## src/rtl/fpu_axis_pipe.sv

```systemverilog
// fpu_axis_pipe
// -------------
// Pipelined AXI4-Stream front end for a two-operand floating-point IP core
// (adder/subtractor class). One operation is issued every two cycles:
//   - an IDLE cycle accepts the request;
//   - a SEND cycle offers the operands to the IP core.
// Up to DEPTH operations may be in flight at once. The destination tag of
// each operation is held in an in-order FIFO and returned with its result.
//
// Optional feature (macro FPU_AXIS_PIPE_OP_EN):
//   defined   - adds the sub input and the axis_op_* operation channel.
//               axis_op_tdata = {7'b0, sub}. SEND also waits for the
//               op-channel handshake.
//   undefined - addition only; SEND waits on the A and B channels only.
//
// Ports:
//   clk, rstn            clock; synchronous active-low reset. rstn also
//                        resets the IP core.
//   en, adata, bdata,    issue request with operands and destination tag.
//   tag_in               The request is sampled only while busy is 0.
//   sub                  1 = A-B, 0 = A+B (macro only)
//   busy                 the issue port cannot accept this cycle
//   done                 one-cycle pulse; result and tag_out are valid
//   result, tag_out      retired result and its tag
//   axis_a_*, axis_b_*   operand channels to the IP core
//   axis_op_*            operation channel to the IP core (macro only)
//   axis_result_*        result channel from the IP core
module fpu_axis_pipe #(
  parameter int WIDTH = 32,
  parameter int TAG_W = 6,
  parameter int DEPTH = 4
) (
  input  logic             clk,
  input  logic             rstn,
  input  logic             en,
  input  logic [WIDTH-1:0] adata,
  input  logic [WIDTH-1:0] bdata,
  input  logic [TAG_W-1:0] tag_in,
`ifdef FPU_AXIS_PIPE_OP_EN
  input  logic             sub,
`endif
  output logic             busy,
  output logic             done,
  output logic [WIDTH-1:0] result,
  output logic [TAG_W-1:0] tag_out,
  output logic [WIDTH-1:0] axis_a_tdata,
  output logic             axis_a_tvalid,
  input  logic             axis_a_tready,
  output logic [WIDTH-1:0] axis_b_tdata,
  output logic             axis_b_tvalid,
  input  logic             axis_b_tready,
`ifdef FPU_AXIS_PIPE_OP_EN
  output logic [7:0]       axis_op_tdata,
  output logic             axis_op_tvalid,
  input  logic             axis_op_tready,
`endif
  input  logic [WIDTH-1:0] axis_result_tdata,
  input  logic             axis_result_tvalid,
  output logic             axis_result_tready
);

  localparam int AW = (DEPTH > 1) ? $clog2(DEPTH) : 1;
  localparam int CW = $clog2(DEPTH) + 1;

  typedef enum logic [0:0] {IDLE, SEND} state_t;

  state_t           state_reg, state_next;
  logic             a_valid_reg, a_valid_next;
  logic             b_valid_reg, b_valid_next;
  logic [WIDTH-1:0] a_data_reg, b_data_reg;
  logic [CW-1:0]    count_reg, count_next;
  logic [AW-1:0]    wr_ptr_reg, rd_ptr_reg;
  logic             done_reg;
  logic [WIDTH-1:0] result_reg;
  logic [TAG_W-1:0] tag_out_reg;
  logic [TAG_W-1:0] tag_mem [DEPTH];
  logic             issue;
  logic             retire;
  logic             full;
  logic             all_clear_next;

`ifdef FPU_AXIS_PIPE_OP_EN
  logic             op_valid_reg, op_valid_next;
  logic             sub_reg;
`endif

  assign full   = (count_reg == CW'(DEPTH));
  assign busy   = (state_reg == SEND) || full;
  // In IDLE, busy reduces to full, so this is also the FSM's accept condition.
  assign issue  = en && !busy;
  assign retire = axis_result_tvalid && axis_result_tready;

  assign axis_result_tready = (count_reg != '0);
  assign axis_a_tdata       = a_data_reg;
  assign axis_a_tvalid      = a_valid_reg;
  assign axis_b_tdata       = b_data_reg;
  assign axis_b_tvalid      = b_valid_reg;
  assign done               = done_reg;
  assign result             = result_reg;
  assign tag_out            = tag_out_reg;

`ifdef FPU_AXIS_PIPE_OP_EN
  assign axis_op_tdata  = {7'b0, sub_reg};
  assign axis_op_tvalid = op_valid_reg;
`endif

  // Issue FSM. Each channel's valid drops on its own handshake. The FSM
  // returns to IDLE once every channel has been taken, so a stalled
  // channel does not hold back the others.
  always_comb begin
    state_next     = state_reg;
    a_valid_next   = a_valid_reg;
    b_valid_next   = b_valid_reg;
    all_clear_next = 1'b0;
`ifdef FPU_AXIS_PIPE_OP_EN
    op_valid_next  = op_valid_reg;
`endif
    case (state_reg)
      IDLE: begin
        if (issue) begin
          a_valid_next  = 1'b1;
          b_valid_next  = 1'b1;
`ifdef FPU_AXIS_PIPE_OP_EN
          op_valid_next = 1'b1;
`endif
          state_next    = SEND;
        end
      end
      SEND: begin
        a_valid_next   = a_valid_reg && !axis_a_tready;
        b_valid_next   = b_valid_reg && !axis_b_tready;
`ifdef FPU_AXIS_PIPE_OP_EN
        op_valid_next  = op_valid_reg && !axis_op_tready;
        all_clear_next = !a_valid_next && !b_valid_next && !op_valid_next;
`else
        all_clear_next = !a_valid_next && !b_valid_next;
`endif
        if (all_clear_next) begin
          state_next = IDLE;
        end
      end
      default: state_next = IDLE;
    endcase
  end

  // Outstanding count. An issue and a retire in the same cycle cancel out.
  always_comb begin
    count_next = count_reg;
    case ({issue, retire})
      2'b10:   count_next = count_reg + CW'(1);
      2'b01:   count_next = count_reg - CW'(1);
      default: count_next = count_reg;
    endcase
  end

  always_ff @(posedge clk) begin
    if (!rstn) begin
      state_reg    <= IDLE;
      a_valid_reg  <= 1'b0;
      b_valid_reg  <= 1'b0;
      a_data_reg   <= '0;
      b_data_reg   <= '0;
      count_reg    <= '0;
      wr_ptr_reg   <= '0;
      rd_ptr_reg   <= '0;
      done_reg     <= 1'b0;
      result_reg   <= '0;
      tag_out_reg  <= '0;
`ifdef FPU_AXIS_PIPE_OP_EN
      op_valid_reg <= 1'b0;
      sub_reg      <= 1'b0;
`endif
    end else begin
      state_reg    <= state_next;
      a_valid_reg  <= a_valid_next;
      b_valid_reg  <= b_valid_next;
      count_reg    <= count_next;
      done_reg     <= retire;
`ifdef FPU_AXIS_PIPE_OP_EN
      op_valid_reg <= op_valid_next;
`endif
      // Operand registers load only on acceptance. They therefore stay
      // stable for as long as their tvalid is held.
      if (issue) begin
        a_data_reg <= adata;
        b_data_reg <= bdata;
`ifdef FPU_AXIS_PIPE_OP_EN
        sub_reg    <= sub;
`endif
        wr_ptr_reg <= wr_ptr_reg + AW'(1);
      end
      if (retire) begin
        result_reg  <= axis_result_tdata;
        tag_out_reg <= tag_mem[rd_ptr_reg];
        rd_ptr_reg  <= rd_ptr_reg + AW'(1);
      end
    end
  end

  // Tag storage with no reset, so the FIFO maps onto RAM. A push never
  // aliases the head being popped: popping needs count >= 1, and pushing
  // needs count < DEPTH.
  always_ff @(posedge clk) begin
    if (issue) begin
      tag_mem[wr_ptr_reg] <= tag_in;
    end
  end

endmodule
```

## config.mk

```make
export PLATFORM = sky130hd
export DESIGN_NAME = fpu_axis_pipe
export DESIGN_NICKNAME = d
export VERILOG_FILES = /design/src/rtl/fpu_axis_pipe.sv
export SDC_FILE = /design/constraint.sdc
export NUM_CORES = 1
export LEC_CHECK = 0
export BUFFER_PORTS_ARGS = -buffer_cell sky130_fd_sc_hd__buf_2
export CELL_PAD_IN_SITES_DETAIL_PLACEMENT = 1
export CELL_PAD_IN_SITES_GLOBAL_PLACEMENT = 1
export CORE_MARGIN = 3
export CORE_UTILIZATION = 38
export CTS_CLUSTER_SIZE = 20
export DETAILED_ROUTE_END_ITERATION = 8
export GPL_TIMING_DRIVEN = 0
export PLACE_DENSITY_LB_ADDON = 0.3
export SETUP_SLACK_MARGIN = 0.02
export SYNTH_ARGS = -nofsm -noshare
export SYNTH_HDL_FRONTEND = slang
export SYNTH_SLANG_ARGS = --single-unit
```

## constraint.sdc

```tcl
create_clock -name clk -period 4.2 [get_ports clk]
set_input_delay 0.84 -clock clk [delete_from_list [all_inputs] [get_ports clk]]
set_output_delay 0.84 -clock clk [all_outputs]
set_load 0.1 [all_outputs]
```

==> implementation parameters, run 1 <==
Parameter                              Value

Synthesis
  Mean cell area of the mapped netlist    9.754 um2
  Largest family of logic cells by synthesized area    simple AND/OR/NAND/NOR gates
  Compound-gate portion of the synthesized area    5.140%
  Share of synthesized flip-flops with an asynchronous set or reset    0%
  Leading post-synthesis cells by instance count    nand2_1 (214), dfxtp_1 (113), mux2i_1 (66)
  Simple-gate share of the synthesized area    between 10% and 20%
  Area share of the leading cell type in the synthesized netlist    roughly 43%
  Number of distinct library cell variants in the gate-level netlist after synthesis    23
  Post-synthesis mux area share    15.00%
  Synthesized netlist net count    658
  Cell taking the most area after synthesis    dfxtp_1
  Synthesized-area fraction occupied by adder cells    1.556%
  Register area share after synthesis    56.21%
  Post-synthesis sequential element count    137
  Parity-gate share of the synthesized area counting xor and xnor cells    0.3301%
  Most instantiated flip-flop cell in the synthesis netlist    dfxtp_1
  Leading cell type by number of instances after synthesis    nand2_1
  Number of synthesized flops with an enable pin    24
  Leading cell types by total area after synthesis    dfxtp_1 (43%), nand2_1 (15%), edfxtp_1 (14%), mux2i_1 (12%), a21oi_1 (4.2%)
  Post-synthesis instance area    5306 um2
  Post-Synthesis Cells    544
  Warnings, synthesis    0

Clock tree
  Root buffer selected by CTS    clkbuf_16
  H-Tree Depth    4
  Clock network latency to the later pin of the worst-skew pair    0.42 ns
  Total clock sinks    137
  Clock-pin transition on the worst setup and hold timing paths    0.06 ns
  Clock tree from TritonCTS    done
  Number of setup buffers added after CTS    0
  Buffer levels on the longest clock path    2
  Number of buffers added by the clock tree synthesis step    17
  Number of gates resized after CTS    0
  Number of hold buffers added after cts    0

Die
  Number of placed I/O pins    215
  Area of the die    between 15000 and 20000 um2
  Core region area    13450 um2
  Die boundary height    124.2 um
  Die width    roughly 120 um
  Initial standard-cell utilization of the core    39.44%
  Site row count    42

STA
  Unrepaired setup endpoints after global routing    no
  # setup viols final    0
  Final sum of negative setup slack    0 ns
  Transition time at the pin with the least slew margin    0.5294 ns
  Tmin final    2.431 ns
  Clock Skews    0.005574 ns
  Relative slew slack    64.49%
  Share of the clock period used by the worst path    slightly below 60%
  Final setup margin    1.769 ns
  Max-slew violation count    0
  Hold Vio Cnt, Final    0
  Max Freq    0.4114 GHz

Setup path
  FF-to-FF path depth    9
  Critical path data required time    4.54 ns
  Capturing instance or port of the critical path    count_reg[2]
  Critical Path Start Type    register
  Register-to-register setup slack    1.77 ns
  Peak fanout along the critical path    10
  Type of destination of the critical path    register
  Startpoint of the lowest-slack register-to-register path    count_reg[2]
  Critical path type    register to register
  Reg-to-reg endpoint    count_reg[2]
  Data arrival, critical path    about 2.8 ns
  Worst setup path startpoint    count_reg[2]

Routing
  Number of iterations in the first detailed-routing pass    4
  Routed length per placed instance    16.07 um
  Remaining antenna violation count after routing    0
  Ratio of routed vias to standard cells    between 4 and 5
  Total number of vias    about 4600
  Total wire length after detailed routing    15.51 mm
  Number of remaining DRC errors    0
  DRT iter0 DRCs    187

Pwr
  Max rail drop VDD    248.7 uV
  Switching power share of the total    44.93%
  Switching power total    2.478 mW
  Pwr dens    763.1 nW/um2
  Combinational power share    41.0%
  Proportion of power drawn by flip-flops and latches    ~30%
  Power Internal    3.038 mW
  Portion of total power attributed to the clock network    28.9%
  Static leakage power    3.387 nW

Place
  Detailed placer's ending HPWL    11.71 mm
  Weighted congestion reported at the end of routability-driven placement    0.7786
  Number of buffer cells added on primary ports    213
  Worst slack, placed    between 1 and 1.5 ns

Layout
  Syn-to-layout area delta    36.22%
  Total number of nets in the final design    890
  Filler cells    approximately 1600
  Ratio of cells with drive above 1 in the final layout    34.09%
  Antenna diode instance count    0

Global routing
  Initial antenna violation count    0
  Combined global-route utilization of all metal layers    20.66%
  Congestion Overflow GR    0
  Global-route wire length before repair    24.34 mm
  Number of global-route vias before repair    4966
  Largest net degree at the start of global routing    17

Run
  Max capacitance violation total    0

Outcome
  Result of the run    finished, final reports clean

Min path
  Path type of the worst min-delay path    register to register
-- per-stage QoR --
step	instances	instance area [um2]	hold slack [ns]	utilization, %	power, mW
2_1_floorplan	544	5306	0.4677	-	3.543
4_1_cts	965	7228	0.4546	53.73	5.571
5_1_grt	965	7228	0.4717	53.73	5.754
3_3_place_gp	933	6593	0.4394	49.00	3.892
6_report	965	7228	0.4541	53.73	5.516
3_5_place_dp	933	6593	0.4446	49.00	3.954
-- cell families after synthesis --
| logic type | count (synthesis) |
|---|---|
| simple gates | 228 |
| flops | 137 |
| mux | 72 |
| compound gates | 51 |
| buf+inv | 48 |
| fa+ha+maj | 6 |
| xor+xnor | 2 |
-- metal layers --
metal  share of wire (%)  routed length [um]  GRT usage (%)  vias to the layer above
met5                   0                   0              0                        -
met4                 2.0                 314          8.624                        0
met3                  10                1564          8.992                       25
met2                  51                7969          37.09                      162
met1                  37                5662          20.83                     2189
li1                    -                   -              -                     2245
-- critical path, cell delays in order (launching register included) --
cell     delay [ns]
dfxtp_1        0.37
o31ai_2        0.53
inv_1          0.19
buf_2          0.24
ha_1           0.23
inv_1          0.08
fa_1           0.18
xor2_1         0.08
or3_1          0.32
a21oi_1        0.15
-- cell type report --
cell class / instances / area (um2) / area share, %
multi-input cells: 359 / 2047 / 28.32
clock buffers: 19 / 464.2 / 6.422
flip-flops and latches: 137 / 2983 / 41.27
repair buffers: 213 / 1066 / 14.75
plain buffers: 38 / 239.0 / 3.306
clock inverters: 13 / 171.4 / 2.371
well taps: 176 / 220.2 / 3.047
inverters: 10 / 37.54 / 0.5193
-- cells in the final DEF (no fill, tap or decap), types with 2 or more instances in the layout --
cell type  synthesis  routed
mux4_2             6       6
bufinv_16          0       4
clkbuf_1          17      17
o21ai_0            3       3
buf_8              7       7
dfxtp_1          113     113
nand2_1          214     214
buf_1              2       2
nor2b_1            2       2
edfxtp_1          24      24
xor2_1             2       2
clkinv_2           0       3
a21oi_1           45      45
mux2i_1           66      66
buf_2             11     224
clkinv_1           0       3
inv_1             10      10
nor2_1             5       5
and2_1             4       4
ha_1               5       5
or3_1              3       3
clkbuf_16          0      18
-- power by group through the flow --
stage	clock network, mW	logic, mW	registers, mW
after global routing	1.68	2.39	1.68
after detailed placement	0	2.27	1.68
after CTS	1.63	2.28	1.66
after floorplan	0	0.690	2.85
final	1.60	2.26	1.66
after global placement	0	2.22	1.67
-- how the worst min path moves through the flow --
stage                        to              from  cells past startpoint
2_1_floorplan     wr_ptr_reg[1]     wr_ptr_reg[1]                      2
3_3_place_gp    axis_a_tdata[7]   axis_a_tdata[7]                      2
3_5_place_dp   axis_a_tdata[18]  axis_a_tdata[18]                      2
4_1_cts               result[3]         result[3]                      2
5_1_grt              tag_out[2]        tag_out[2]                      2
6_report             tag_out[0]        tag_out[0]                      2
No activity file was read; power rests on OpenSTA's default activity.
==> run 2, diff against run 1 <==
--- a/config.mk
+++ b/config.mk
@@ -9,7 +9,7 @@
 export CELL_PAD_IN_SITES_DETAIL_PLACEMENT = 1
 export CELL_PAD_IN_SITES_GLOBAL_PLACEMENT = 1
 export CORE_MARGIN = 3
-export CORE_UTILIZATION = 38
+export CORE_UTILIZATION = 35
 export CTS_CLUSTER_SIZE = 20
 export DETAILED_ROUTE_END_ITERATION = 8
 export GPL_TIMING_DRIVEN = 0
==> constraint.sdc (replaced) <==
create_clock -name clk -period 2.3 [get_ports clk]
set_input_delay 0.46 -clock clk [delete_from_list [all_inputs] [get_ports clk]]
set_output_delay 0.46 -clock clk [all_outputs]
set_load 0.1 [all_outputs]
==> run 2 against run 1 <==
  * Combinational power rose by 84%
  * Largest cell class unchanged
  * Utilization fell by 5.1 points
  * Register-to-register slack got worse by 1.6 ns
  * Non-clock buffer count rose by 2
  * Design area fell by 1.0%
==> implementation parameters, run 2 (synthesis gave the netlist of run 1 again) <==
Parameter                              Value

Outcome
  Result of the run    finished, final reports clean

Pwr
  Static leakage power    about 3.3 nW
  Max rail drop VDD    516.7 uV
  Pwr dens    ~1300 nW/um2

STA
  # setup viols final    0
  Max Freq    0.4662 GHz
  Relative slew slack    66.53%
  Hold Vio Cnt, Final    0
  Tmin final    ~2.1 ns
  Transition time at the pin with the least slew margin    0.5021 ns
  Unrepaired setup endpoints after global routing    no
  Final setup margin    0.1549 ns
  Share of the clock period used by the worst path    93.27%
  Clock Skews    0.009007 ns
  Max-slew violation count    0

Die
  Area of the die    16670 um2
  Initial standard-cell utilization of the core    a little over a third
  Die boundary height    129.1 um
  Number of placed I/O pins    215
  Core region area    about 15000 um2
  Site row count    44
  Die width    129.1 um

Min path
  Hold Path Stages    1
  Hold Path End    tag_mem[2][0]
  Path type of the worst min-delay path    input pin to register
  Critical hold path startpoint    tag_in[0]

Layout
  Final design area excluding fillers    between 7000 and 8000 um2
  Total number of nets in the final design    892
  Syn-to-layout area delta    34.83%
  Ratio of cells with drive above 1 in the final layout    34.51%
  Highest-count cells in the layout ignoring fill and taps    buf_2 (223), nand2_1 (214), dfxtp_1 (110), mux2i_1 (66), a21oi_1 (45)
  Antenna diode instance count    0
  Most common cell after layout, fill and taps aside    buf_2
  Final core occ    48.67%

Place
  Detailed placer's ending HPWL    roughly 11 mm
  Worst slack, placed    -0.1381 ns
  Number of buffer cells added on primary ports    213
  Weighted congestion reported at the end of routability-driven placement    0.7721
  Placed standard-cell area    6603 um2

Clock tree
  H-Tree Depth    4
  Root buffer selected by CTS    clkbuf_16
  Buffer levels on the longest clock path    2
  Number of hold buffers added after cts    0
  Clock-pin transition on the worst setup and hold timing paths    0.06 ns
  Clock tree from TritonCTS    done
  Total clock sinks    137
  Number of buffers added by the clock tree synthesis step    17
  Clock network latency to the later pin of the worst-skew pair    0.42 ns

Routing
  Total wire length after detailed routing    14.88 mm
  Total number of vias    4553
  Routed length per placed instance    15.26 um
  Ratio of routed vias to standard cells    4.670
  DRT iter0 DRCs    74
  Number of iterations in the first detailed-routing pass    4
  Remaining antenna violation count after routing    0
  Number of remaining DRC errors    0

Global routing
  Number of global-route vias before repair    between 4000 and 5000
  Largest net degree at the start of global routing    17
  Combined global-route utilization of all metal layers    ~18%
  Global-route wire length before repair    23.44 mm
  Busiest metal layer after global routing    met2
  Grt met3 use    roughly 8.4%
  Initial antenna violation count    0
  GR met2 Demand/Resource    between 30% and 40%
  Congestion Overflow GR    0
  Routing usage on met1    19.82%

Setup path
  FF-to-FF path depth    9
  Startpoint of the lowest-slack register-to-register path    count_reg[1]
  Register-to-register setup slack    0.15 ns
  Biggest cell delay along the critical path    0.41 ns
  Highest-delay cell along the critical path    dfxtp_2
  Critical path data required time    2.63 ns
  Critical path type    register to register
  Reg-to-reg endpoint    count_reg[2]
  Critical Path Start Type    register
  Type of destination of the critical path    register
  Peak fanout along the critical path    10
  Worst-path cell chain    o31ai_4, inv_2, buf_6, ha_2, inv_1, fa_1, xor2_1, or3_1, a21oi_1
  Data arrival, critical path    2.48 ns

Run
  Max capacitance violation total    0
## run 2: cell types whose count changed in the layout (fill, tap and decap cells not counted), sizes merged
cell and change:
buf +2, clkinv -1, clkbuf +4, clkinvlp +2, inv -1, bufinv -4
## run 2: repair_timing
item | in CTS | in global routing
buffers inserted | 0 | 2
pin swaps | 0 | 1
setup endpoints to repair | 2 | 2
gates resized for setup | 7 | 6
## run 2: layer usage
layer	up-vias	wire, um
met5	-	0
met4	0	156
met3	18	1348
met2	162	7320
met1	2126	6049
li1	2247	-
## run 2: worst max-delay path by stage
stage	from	endpoint	cells after the start	slack [ns]
2_1_floorplan	count_reg[0]	count_reg[2]	10	0.21
3_3_place_gp	axis_result_tvalid	count_reg[2]	10	-0.07
3_5_place_dp	axis_result_tvalid	count_reg[2]	10	-0.14
4_1_cts	count_reg[2]	count_reg[2]	9	0.06
5_1_grt	count_reg[1]	count_reg[2]	9	0.01
6_report	count_reg[1]	count_reg[2]	9	0.15
## run 2: final cells by class
class                           count  area [um2]
Fill cell                        1727        7545
Sequential cell                   137        2989
Multi-Input combinational cell    359        2066
Timing Repair Buffer              215        1081
Clock buffer                       23       447.9
Buffer                             38       249.0
Tap cell                          184       230.2
Clock inverter                      9       53.80
Inverter                           10       37.54
## run 2: worst max-delay path: cells and delay by family, from the launching register on
kind,cells,cell delay [ns]
AOI/OAI and AO/OA,2,0.28
and+or+nand+nor,1,0.31
adders and majority gates,2,0.58
xor gates and xnor gates,1,0.17
buffers and inverters,3,0.32
DFF,1,0.41
## run 2: report_power, final
part	leakage (nW)	switching (mW)	internal, mW
clock network	0.236	0.977	1.36
registers	1.15	0.223	2.83
logic	1.94	3.29	0.868
total	3.33	4.49	5.06
## run 2: through the flow
stage               setup TNS, ns  total power, mW  std cells  hold slack [ns]
floorplan                       0            6.470        544           0.4677
global placement         -0.06910            7.121        941           0.4386
detailed placement        -0.1719            7.213        941           0.4476
CTS                             0            9.621        973           0.2327
global route                    0            10.01        975           0.2328
finish                          0            9.559        975           0.2595
==> run 3, diff against run 2 <==
--- a/config.mk
+++ b/config.mk
@@ -13,7 +13,8 @@
 export CTS_CLUSTER_SIZE = 20
 export DETAILED_ROUTE_END_ITERATION = 8
 export GPL_TIMING_DRIVEN = 0
-export PLACE_DENSITY_LB_ADDON = 0.3
+export PLACE_DENSITY = 0.87
+export RECOVER_POWER = 25
 export SETUP_SLACK_MARGIN = 0.02
 export SYNTH_ARGS = -nofsm -noshare
 export SYNTH_HDL_FRONTEND = slang
==> run 3 against run 2 <==
  * Global-route usage increased by 0.19 points
  * Sequential power about the same
  * Design area about the same
  * Total power increased by 3.5%
  * Register-to-register slack about the same
  * Die area unchanged
  * Wire length increased by 1.1%
  * Flip-flop and latch count unchanged
==> implementation parameters, run 3 (synthesis gave the netlist of run 1 again) <==
Parameter                              Value

Outcome
  Result of the run    finished, final reports clean

Routing
  Number of iterations in the first detailed-routing pass    4
  Ratio of routed vias to standard cells    ~4.7
  Remaining antenna violation count after routing    0
  DRT iter0 DRCs    103
  Number of remaining DRC errors    0
  Routed length per placed instance    15.43 um
  Total wire length after detailed routing    ~15 mm
  Total number of vias    4540

STA
  Final sum of negative setup slack    0 ns
  Share of the clock period used by the worst path    92.72%
  Hold slack final    around 0.29 ns
  Max Freq    0.4689 GHz
  Unrepaired setup endpoints after global routing    no
  Tmin final    between 2 and 2.5 ns
  Max-slew violation count    0
  Transition time at the pin with the least slew margin    approximately 0.82 ns
  Hold Vio Cnt, Final    0
  # setup viols final    0
  Clock Skews    0.008432 ns
  Relative slew slack    45.62%

Die
  Site row count    between 40 and 50
  Core region area    ~15000 um2
  Die boundary height    129.1 um
  Initial standard-cell utilization of the core    36.10%
  Die width    around 130 um
  Area of the die    about 17000 um2
  Number of placed I/O pins    215

Layout
  Final design area excluding fillers    roughly 7200 um2
  Syn-to-layout area delta    34.87%
  Final core occ    48.69%
  Ratio of cells with drive above 1 in the final layout    33.50%
  Antenna diode instance count    0
  Total number of nets in the final design    892
  Most common cell after layout, fill and taps aside    buf_2
  Final Non-Filler Cells    975
  Highest-count cells in the layout ignoring fill and taps    buf_2 (216), nand2_1 (214), dfxtp_1 (110), mux2i_1 (66), a21oi_1 (45)

Setup path
  Most used cell, CP    inv_1
  Worst-path cell chain    o31ai_4, inv_1, buf_6, ha_1, inv_1, fa_1, xor2_1, or3_1, a21oi_1
  Biggest cell delay along the critical path    roughly 0.40 ns
  Critical Path Start Type    register
  Critical path data required time    2.63 ns
  Critical path type    register to register
  Data arrival, critical path    around 2.5 ns
  Worst setup path startpoint    count_reg[1]
  Startpoint of the lowest-slack register-to-register path    count_reg[1]
  Highest-delay cell along the critical path    dfxtp_2
  Peak fanout along the critical path    10
  Type of destination of the critical path    register

Clock tree
  Number of buffers added by the clock tree synthesis step    17
  Number of hold buffers added after cts    0
  H-Tree Depth    4
  Clock-pin transition on the worst setup and hold timing paths    roughly 0.06 ns
  Clock tree from TritonCTS    done
  Clock network latency to the later pin of the worst-skew pair    around 0.41 ns
  Buffer levels on the longest clock path    2
  Total clock sinks    137
  Root buffer selected by CTS    clkbuf_16

Global routing
  Initial antenna violation count    0
  Busiest metal layer after global routing    met2
  Largest net degree at the start of global routing    17
  Global-route wire length before repair    23.69 mm
  Grt met3 use    7.007%
  GR met2 Demand/Resource    31.25%
  Congestion Overflow GR    0
  Number of global-route vias before repair    4761
  Combined global-route utilization of all metal layers    between 10% and 20%
  Routing usage on met1    20.35%

Pwr
  Max rail drop VDD    ~520 uV
  Pwr dens    1382 nW/um2
  Static leakage power    3.321 nW

Min path
  Critical hold path startpoint    adata[3]
  Path type of the worst min-delay path    input pin to register

Run
  Max capacitance violation total    0

Place
  Detailed placer's ending HPWL    ~11 mm
  Number of placed instances, taps included    between 900 and 1000
  Placed standard-cell area    between 6000 and 7000 um2
  Weighted congestion reported at the end of routability-driven placement    between 0.7 and 0.8
  Number of buffer cells added on primary ports    ~210
==> run 3: path summary, 6_finish.rpt <==
check                    end  slack [ns]  cells past startpoint
max             count_reg[2]        0.17                      9
min          axis_a_tdata[3]        0.29                      3
max reg2reg     count_reg[2]        0.17                      9
min reg2reg       result[18]        0.45                      2
==> run 3: per-layer routing <==
layer	vias up	part of all wire, %
met5	-	0
met3	14	8.5
met4	0	1.3
met1	2112	41
li1	2247	-
met2	167	49
==> run 3: cell type report <==
cell class / count / area, um2
Clock inverter: 13 / 142.6
Buffer: 38 / 180.2
Inverter: 10 / 37.54
Tap cell: 184 / 230.2
Clock buffer: 19 / 452.9
Multi-Input combinational cell: 359 / 2053
Sequential cell: 137 / 2987
Fill cell: 1762 / 7542
Timing Repair Buffer: 215 / 1074
==> run 3: worst max-delay path: cells and delay by family (launching register included) <==
family	cells	cell delay, ns
xor gates and xnor gates	1	0.16
adders and majority gates	2	0.55
buffers and inverters	3	0.37
DFF	1	0.40
and+or+nand+nor	1	0.30
AOI/OAI and AO/OA	2	0.28
==> run 3: power breakdown <==
group          switching (mW)  leakage [nW]  internal (mW)  total [mW]
Combinational            3.30          1.88          0.822        4.12
Clock                    1.07         0.290           1.66        2.73
Sequential              0.210          1.15           2.83        3.04
Total                    4.58          3.32           5.32        9.89
==> run 3: through the flow <==
stage          setup WS [ns]  power (mW)
3_3_place_gp        -0.05993       7.157
3_5_place_dp        -0.08692       7.228
2_1_floorplan         0.2086       6.470
4_1_cts              0.03614       10.02
5_1_grt              0.03318       10.32
6_report              0.1674       9.894
==> run 3: repair_timing <==
| item | in CTS | in global routing |
|---|---|---|
| gates cloned | 0 | 0 |
| setup buffers | 0 | 2 |
| resized for setup | 4 | 5 |
| endpoints found under the setup margin | 2 | 2 |
| hold endpoints to repair | 0 | 0 |
| pin swaps | 0 | 1 |
